## config.mk

```make
export PLATFORM = sky130hd
export DESIGN_NAME = hyst_track_flat
export DESIGN_NICKNAME = d
export VERILOG_FILES = /design/src/rtl/hyst_track_if.sv /design/src/rtl/hyst_track.sv /design/src/flat_wrapper.sv
export SDC_FILE = /design/constraint.sdc
export NUM_CORES = 2
export LEC_CHECK = 0
export ABC_AREA = 1
export ABC_CLOCK_PERIOD_IN_PS = 5640
export CORE_MARGIN = 3
export CORE_UTILIZATION = 58
export CTS_CLUSTER_DIAMETER = 120
export CTS_CLUSTER_SIZE = 24
export DETAILED_ROUTE_END_ITERATION = 10
export GPL_TIMING_DRIVEN = 1
export MAX_ROUTING_LAYER = met4
export PLACE_DENSITY = 0.77
export SYNTH_ARGS = -nofsm -noshare
export SYNTH_HDL_FRONTEND = slang
export SYNTH_SLANG_ARGS = --single-unit
```

## constraint.sdc

```tcl
create_clock -name clk -period 5.64 [get_ports clk]
set_input_delay 0.846 -clock clk [delete_from_list [all_inputs] [get_ports clk]]
set_output_delay 0.846 -clock clk [all_outputs]
set_load 0.01 [all_outputs]
```

## src/rtl/hyst_track_if.sv

```systemverilog
// Pixel stream handshake shared by the classified input and the edge-map output.
`timescale 1ns/1ps
interface hyst_track_if;
  logic [7:0] dout;
  logic       valid;
  logic       last;
  logic       ready;

  modport master (output dout, valid, last, input ready);
  modport slave  (input dout, valid, last, output ready);
endinterface

```

## src/rtl/hyst_track.sv

```systemverilog
// Hysteresis edge tracking: promotes weak pixels touching a strong neighbour.
// Output stream runs one row behind the input; the last row is flushed at frame end.
`timescale 1ns/1ps
module hyst_track #(
  parameter int IMG_W = 256,
  parameter int IMG_H = 4100
) (
  input  logic         clk,
  input  logic         rst_n,
  hyst_track_if.slave  dualth_axi,
  hyst_track_if.master hyst_axi,
  output logic         hyst_err
);

  // state | meaning
  // FILL  | input row 0 into line buffers, no output
  // RUN   | input rows 1..H-1, emit row r-1 one column behind
  // DRAIN | emit last column of row r-1, input stalled
  // FLUSH | emit row H-1 against a zero bottom row, input stalled

  localparam int COL_W = (IMG_W > 1) ? $clog2(IMG_W) : 1;
  localparam int ROW_W = (IMG_H > 1) ? $clog2(IMG_H) : 1;
  localparam logic [COL_W-1:0] COL_LAST = COL_W'(IMG_W - 1);
  localparam logic [ROW_W-1:0] ROW_LAST = ROW_W'(IMG_H - 1);
  localparam logic [1:0] CLS_STRONG = 2'b10;
  localparam logic [1:0] CLS_WEAK   = 2'b01;

  typedef enum logic [1:0] {S_FILL, S_RUN, S_DRAIN, S_FLUSH} state_t;
  state_t state, state_nxt;

  logic [COL_W-1:0] col, fcol, fcol_inc;
  logic [ROW_W-1:0] row;
  logic [1:0] lb0 [IMG_W];
  logic [1:0] lb1 [IMG_W];
  // win[row][col]: row 0 top .. 2 bottom, col 0 left .. 2 right
  logic [2:0][2:0][1:0] win, win_nxt;
  logic [2:0][1:0]      new_col;
  logic [1:0] in_cls;

  logic in_ready, accept, slot_free;
  logic out_load, load_last, win_shift;
  logic edge_pix, nb_strong;
  logic [7:0] out_dout;
  logic out_valid, out_last;

  assign slot_free = !out_valid || hyst_axi.ready;
  // Ready is forced low while reset is held so nothing is accepted mid-reset.
  assign dualth_axi.ready = in_ready && rst_n;
  assign accept    = dualth_axi.valid && dualth_axi.ready;
  assign fcol_inc  = fcol + 1'b1;

  always_comb begin
    in_cls = CLS_WEAK;
    if (dualth_axi.dout == 8'hFF)      in_cls = CLS_STRONG;
    else if (dualth_axi.dout == 8'h00) in_cls = 2'b00;
  end

  always_ff @(posedge clk or negedge rst_n) begin
    if (!rst_n) state <= S_FILL;
    else        state <= state_nxt;
  end

  always_comb begin
    state_nxt = state;
    case (state)
      S_FILL:  if (accept && col == COL_LAST) state_nxt = S_RUN;
      S_RUN:   if (accept && col == COL_LAST) state_nxt = S_DRAIN;
      S_DRAIN: if (slot_free) state_nxt = (row == '0) ? S_FLUSH : S_RUN;
      S_FLUSH: if (slot_free && fcol == COL_LAST) state_nxt = S_FILL;
      default: state_nxt = S_FILL;
    endcase
  end

  always_comb begin
    in_ready  = 1'b0;
    out_load  = 1'b0;
    load_last = 1'b0;
    win_shift = 1'b0;
    case (state)
      S_FILL: in_ready = 1'b1;
      S_RUN: begin
        in_ready  = slot_free;
        win_shift = dualth_axi.valid && slot_free;
        out_load  = dualth_axi.valid && slot_free && (col != '0);
      end
      S_DRAIN: begin
        out_load  = slot_free;
        load_last = 1'b1;
        win_shift = slot_free;
      end
      S_FLUSH: begin
        out_load  = slot_free;
        load_last = (fcol == COL_LAST);
        win_shift = slot_free;
      end
      default: ;
    endcase
  end

  // Column entering the window; anything outside the image stays zero.
  always_comb begin
    new_col = '0;
    case (state)
      S_RUN: begin
        new_col[0] = (row == ROW_W'(1)) ? 2'b00 : lb1[col];
        new_col[1] = lb0[col];
        new_col[2] = in_cls;
      end
      S_FLUSH: begin
        if (fcol != COL_LAST) begin
          new_col[0] = lb1[fcol_inc];
          new_col[1] = lb0[fcol_inc];
        end
      end
      default: ;
    endcase
  end

  always_comb begin
    win_nxt = win;
    if (win_shift) begin
      for (int r = 0; r < 3; r++) begin
        win_nxt[r][0] = (state == S_RUN && col == '0) ? 2'b00 : win[r][1];
        win_nxt[r][1] = (state == S_RUN && col == '0) ? 2'b00 : win[r][2];
        win_nxt[r][2] = new_col[r];
      end
    end
  end

  always_comb begin
    nb_strong = 1'b0;
    for (int r = 0; r < 3; r++) begin
      for (int c = 0; c < 3; c++) begin
        if ((r != 1 || c != 1) && win_nxt[r][c] == CLS_STRONG) nb_strong = 1'b1;
      end
    end
    edge_pix = (win_nxt[1][1] == CLS_STRONG) ||
               (win_nxt[1][1] == CLS_WEAK && nb_strong);
  end

  always_ff @(posedge clk) begin
    if (accept) begin
      lb0[col] <= in_cls;
      lb1[col] <= lb0[col];
    end
  end

  // DRAIN primes the window with column 0 of the just-finished row so FLUSH
  // can emit one beat per cycle; a following RUN row overwrites it anyway.
  always_ff @(posedge clk or negedge rst_n) begin
    if (!rst_n) begin
      win <= '0;
    end else if (state == S_DRAIN && slot_free) begin
      win       <= '0;
      win[0][2] <= lb1[0];
      win[1][2] <= lb0[0];
    end else begin
      win <= win_nxt;
    end
  end

  always_ff @(posedge clk or negedge rst_n) begin
    if (!rst_n) begin
      col      <= '0;
      row      <= '0;
      hyst_err <= 1'b0;
    end else if (accept) begin
      if (col == COL_LAST) begin
        col <= '0;
        row <= (row == ROW_LAST) ? '0 : row + 1'b1;
      end else begin
        col <= col + 1'b1;
      end
      if (dualth_axi.last != (col == COL_LAST)) hyst_err <= 1'b1;
    end
  end

  always_ff @(posedge clk or negedge rst_n) begin
    if (!rst_n)                          fcol <= '0;
    else if (state == S_FLUSH && slot_free) fcol <= (fcol == COL_LAST) ? '0 : fcol_inc;
  end

  always_ff @(posedge clk or negedge rst_n) begin
    if (!rst_n) begin
      out_valid <= 1'b0;
      out_last  <= 1'b0;
      out_dout  <= 8'h00;
    end else if (out_load) begin
      out_valid <= 1'b1;
      out_last  <= load_last;
      out_dout  <= edge_pix ? 8'hFF : 8'h00;
    end else if (hyst_axi.ready) begin
      out_valid <= 1'b0;
      out_last  <= 1'b0;
    end
  end

  assign hyst_axi.valid = out_valid;
  assign hyst_axi.last  = out_last;
  assign hyst_axi.dout  = out_dout;

endmodule

```

## src/flat_wrapper.sv

```systemverilog
// flat-port wrapper written by rule: the top's interface ports become plain ports
module hyst_track_flat 
#(
  parameter int IMG_W = 256,
  parameter int IMG_H = 4100
)
  (clk, rst_n, hyst_err, dualth_axi_dout, dualth_axi_valid, dualth_axi_last, dualth_axi_ready, hyst_axi_dout, hyst_axi_valid, hyst_axi_last, hyst_axi_ready);
  hyst_track_if dualth_axi_i ();
  hyst_track_if hyst_axi_i ();
  input  logic clk;
  input  logic rst_n;
  output logic hyst_err;
  input wire logic [$bits(dualth_axi_i.dout)-1:0] dualth_axi_dout;
  input wire logic [$bits(dualth_axi_i.valid)-1:0] dualth_axi_valid;
  input wire logic [$bits(dualth_axi_i.last)-1:0] dualth_axi_last;
  output wire logic [$bits(dualth_axi_i.ready)-1:0] dualth_axi_ready;
  output wire logic [$bits(hyst_axi_i.dout)-1:0] hyst_axi_dout;
  output wire logic [$bits(hyst_axi_i.valid)-1:0] hyst_axi_valid;
  output wire logic [$bits(hyst_axi_i.last)-1:0] hyst_axi_last;
  input wire logic [$bits(hyst_axi_i.ready)-1:0] hyst_axi_ready;
  assign dualth_axi_i.dout = dualth_axi_dout;
  assign dualth_axi_i.valid = dualth_axi_valid;
  assign dualth_axi_i.last = dualth_axi_last;
  assign dualth_axi_ready = dualth_axi_i.ready;
  assign hyst_axi_dout = hyst_axi_i.dout;
  assign hyst_axi_valid = hyst_axi_i.valid;
  assign hyst_axi_last = hyst_axi_i.last;
  assign hyst_axi_i.ready = hyst_axi_ready;
  hyst_track #(.IMG_W(IMG_W), .IMG_H(IMG_H)) u_core (.clk(clk), .rst_n(rst_n), .dualth_axi(dualth_axi_i), .hyst_axi(hyst_axi_i), .hyst_err(hyst_err));
endmodule
```

==> impl_metrics.env <==
export IMPL_status="finished clean"
export IMPL_wire_per_inst_microns=23.3
export IMPL_grt_pass1_vias=45000
export IMPL_netlist_top_cells_area="edfxtp_1 54%, nand2_1 13%, nand3_1 6.6%"
export IMPL_reg2reg_slack_ps=1340
export IMPL_grt_max_degree=218
export IMPL_rows=113
export IMPL_fin_crit_ps=4300
export IMPL_post_synth_top_count_cell="nand2_1"
export IMPL_crit_path_end="u_core.lb1[22][1]$_DFFE_PP_"
export IMPL_avgSynthCellArea_sq_um=8.62
export IMPL_synth_adder_area_share_pct=0.177
export IMPL_htree_num_levels=2
export IMPL_hold_class="in -> async"
export IMPL_final_nets=6305
export IMPL_path_buf_inv=3
export IMPL_cts_buffers=50
export IMPL_rr_startpoint="u_core.col[2]$_DFFE_PN0P_"
export IMPL_postCtsSetupRepairBufs=0
export IMPL_drt_drc_violations_left=0
export IMPL_rsz0062_at_grt="false"
export IMPL_synth_commonest_cells="1,951 x nand2_1, 1,024 x edfxtp_1, 749 x nand3_1, 720 x inv_1, 470 x nor2_1"
export IMPL_critPathSlowestCell="inv_2"
export IMPL_clock_sinks=1077
export IMPL_antenna_found_initial=1
export IMPL_synth_area_mux_share_pct=0
export IMPL_crit_required_ps=6080
export IMPL_yosysWarnings=0
export IMPL_grt_pass1_wl_microns=266000
export IMPL_cellPowerDensity_nw_per_um2=406
export IMPL_ys_async_sr_fraction_pct=4.92
export IMPL_synth_simple_gate_area_share_pct=23.0
export IMPL_io_buffers=24
export IMPL_netlist_area_sq_um=56600
export IMPL_ys_types=39
export IMPL_syn_inst=6571
export IMPL_worstRegToRegCells=12
export IMPL_worst_setup_path_start_kind="flip-flop"
export IMPL_root_buffer="clkbuf_16"
export IMPL_period_share_pct=76.3
export IMPL_crit_cells=12
export IMPL_final_setup_skew_ps=43.7
export IMPL_ant_nets=0
export IMPL_synth_top_area_share_pct=54.3
export IMPL_slowest_delay_ps=780
export IMPL_synth_top_family_by_area="simple AND/OR/NAND/NOR gates"
export IMPL_tns_ps=0
export IMPL_final_util_pct=61.6
export IMPL_critical_path_cell_chain="nand2_1 > inv_2 > buf_4 > nand2_1 > nand2_1 > nor2_1 > nor2_1 > nor2_1 > nand2_1 > nor2_1 > nand3_4 > buf_4"
export IMPL_cap_violations=0
export IMPL_cts_resized=0
export IMPL_via_count=47900
export IMPL_clkTransAtPathRegs_ps=110
export IMPL_fp_dieH_microns=319
export IMPL_cp_end_kind="flip-flop"
export IMPL_synth_edf_count=1024
export IMPL_max_slew_margin_rel_pct=21.6
export IMPL_tightest_slew_ps=1170
export IMPL_grt_overflow_total=0
export IMPL_area_growth_pct=4.21
export IMPL_hold_buffers=0
export IMPL_synth_seq_cells=1077
export IMPL_path_class="reg -> reg"
export IMPL_synth_compound_gate_area_share_pct=11.5
export IMPL_finalNonFillerCells=7562
export IMPL_globalRouteTotalUtil_pct=34.9
export IMPL_cp_max_fo=41
export IMPL_dr_pass1_iters=9
export IMPL_insertion_delay_ps=700
export IMPL_finalHoldViolations=0
export IMPL_crit_start="u_core.col[2]$_DFFE_PN0P_"
export IMPL_fp_dieW_microns=319
export IMPL_dieArea_sq_um=101000
export IMPL_setup_viol=0
export IMPL_p_leak_nw=23.6
export IMPL_drtIter0Drc=8119
export IMPL_yosysSeqAreaShare_pct=56.6
export IMPL_fmax_ghz=0.232
export IMPL_drive_above_1_share_pct=3.03
export IMPL_crit_family="buffers and inverters"
export IMPL_mappedNetlistNets=6592
export IMPL_rr_endpoint="u_core.lb1[22][1]$_DFFE_PP_"
export IMPL_clockBufferDepth=3
export IMPL_vias_per_cell=6.34
export IMPL_synthXorXnorAreaFrac_pct=0.170
export IMPL_num_io_pins=25
export IMPL_synth_top_area_cell="edfxtp_1"
export IMPL_cts_tree="yes"
export IMPL_place_inst=7497
export IMPL_ys_flop_type="edfxtp_1"
export IMPL_dp_hpwl_microns=105000
export IMPL_gp_congestion=0.978
export IMPL_ir_drop_v=0.000579
export IMPL_slew_viol_final=0
export IMPL_initial_core_util_pct=59.1
export IMPL_drt_wl_total_microns=176000
export IMPL_fin_hold_ws_ps=364
export IMPL_fp_coreArea_sq_um=95900
export IMPL_cp_data_arrival_time_ps=4740
==> power by group <==
group          leakage [nW]  internal, mW  switching, mW
combinational          13.0          2.31           7.12
clock                 0.647          1.62           2.48
sequential             9.99          10.3          0.147
==> cell type report <==
type / instances / area [sq um]
well taps: 1265 / 1580
inverters: 725 / 2770
fillers: 7968 / 36800
multi-input cells: 4305 / 19900
clock buffers: 59 / 1280
flip-flops and latches: 1077 / 32100
repair buffers: 125 / 1360
clock inverters: 4 / 38.8
diodes: 2 / 5.00
==> worst min path at each step <==
stage	start	endpoint	slack [ps]	cells past startpoint
after floorplan	u_core.lb0[0][0]$_DFFE_PP_	u_core.win[10]$_DFF_PN0_	450	2
after global placement	u_core.hyst_err$_DFFE_PN0P_	u_core.hyst_err$_DFFE_PN0P_	450	1
after detailed placement	u_core.hyst_err$_DFFE_PN0P_	u_core.hyst_err$_DFFE_PN0P_	460	1
after CTS	rst_n	u_core.fcol[2]$_DFFE_PN0P_	380	2
after global routing	rst_n	u_core.fcol[2]$_DFFE_PN0P_	430	2
final	rst_n	u_core.fcol[2]$_DFFE_PN0P_	360	2
==> registers in the layout (all words and copies together) (netlist names), 2 cells and up <==
signal        cells
u_core.lb1      512
u_core.fcol       8
u_core.row       13
u_core.state      2
u_core.col        8
u_core.win       18
u_core.lb0      512
==> cells by family after synthesis <==
logic type | Yosys count
fa+ha+maj | 8
xor+xnor | 11
compound gates | 1087
simple gates | 3199
flops | 1077
buf+inv | 1189
==> worst reg2reg max path, cell delays in order, from the launching register on <==
cell,delay (ps)
dfrtp_1,530
nand2_1,170
inv_2,780
buf_4,550
nand2_1,110
nand2_1,110
nor2_1,60
nor2_1,360
nor2_1,160
nand2_1,190
nor2_1,100
nand3_4,430
buf_4,480
==> through the flow <==
step,power [mW],cell area [sq um],worst slack (ps)
final,24.0,59000,1340
after global routing,24.9,59000,1120
after CTS,23.6,59000,1500
after detailed placement,19.7,57700,1370
after global placement,19.6,57700,1410
after floorplan,16.2,56600,997
==> layout by cell type (no fill, tap or decap), types with 7 or more instances in the layout <==
master / instances
inv_1: 715
ha_1: 7
clkdlybuf4s50_1: 23
nand3_2: 8
dfrtp_1: 50
nand4_1: 14
o21ai_0: 419
nand3_1: 740
clkbuf_1: 9
clkbuf_16: 50
buf_12: 29
o21ai_1: 44
buf_4: 72
a21oi_1: 185
nor2_1: 467
o211ai_1: 415
edfxtp_1: 1024
nand2_1: 1951
==> metal layers <==
layer	GRT usage (%)	up-vias	wire, microns
met3	7.21	606	24300
met4	18.3	0	10500
met5	-	-	0
met1	46.6	22200	65200
li1	-	21400	-
met2	50.7	3689	76400
Power figures use the tool's default switching activity.
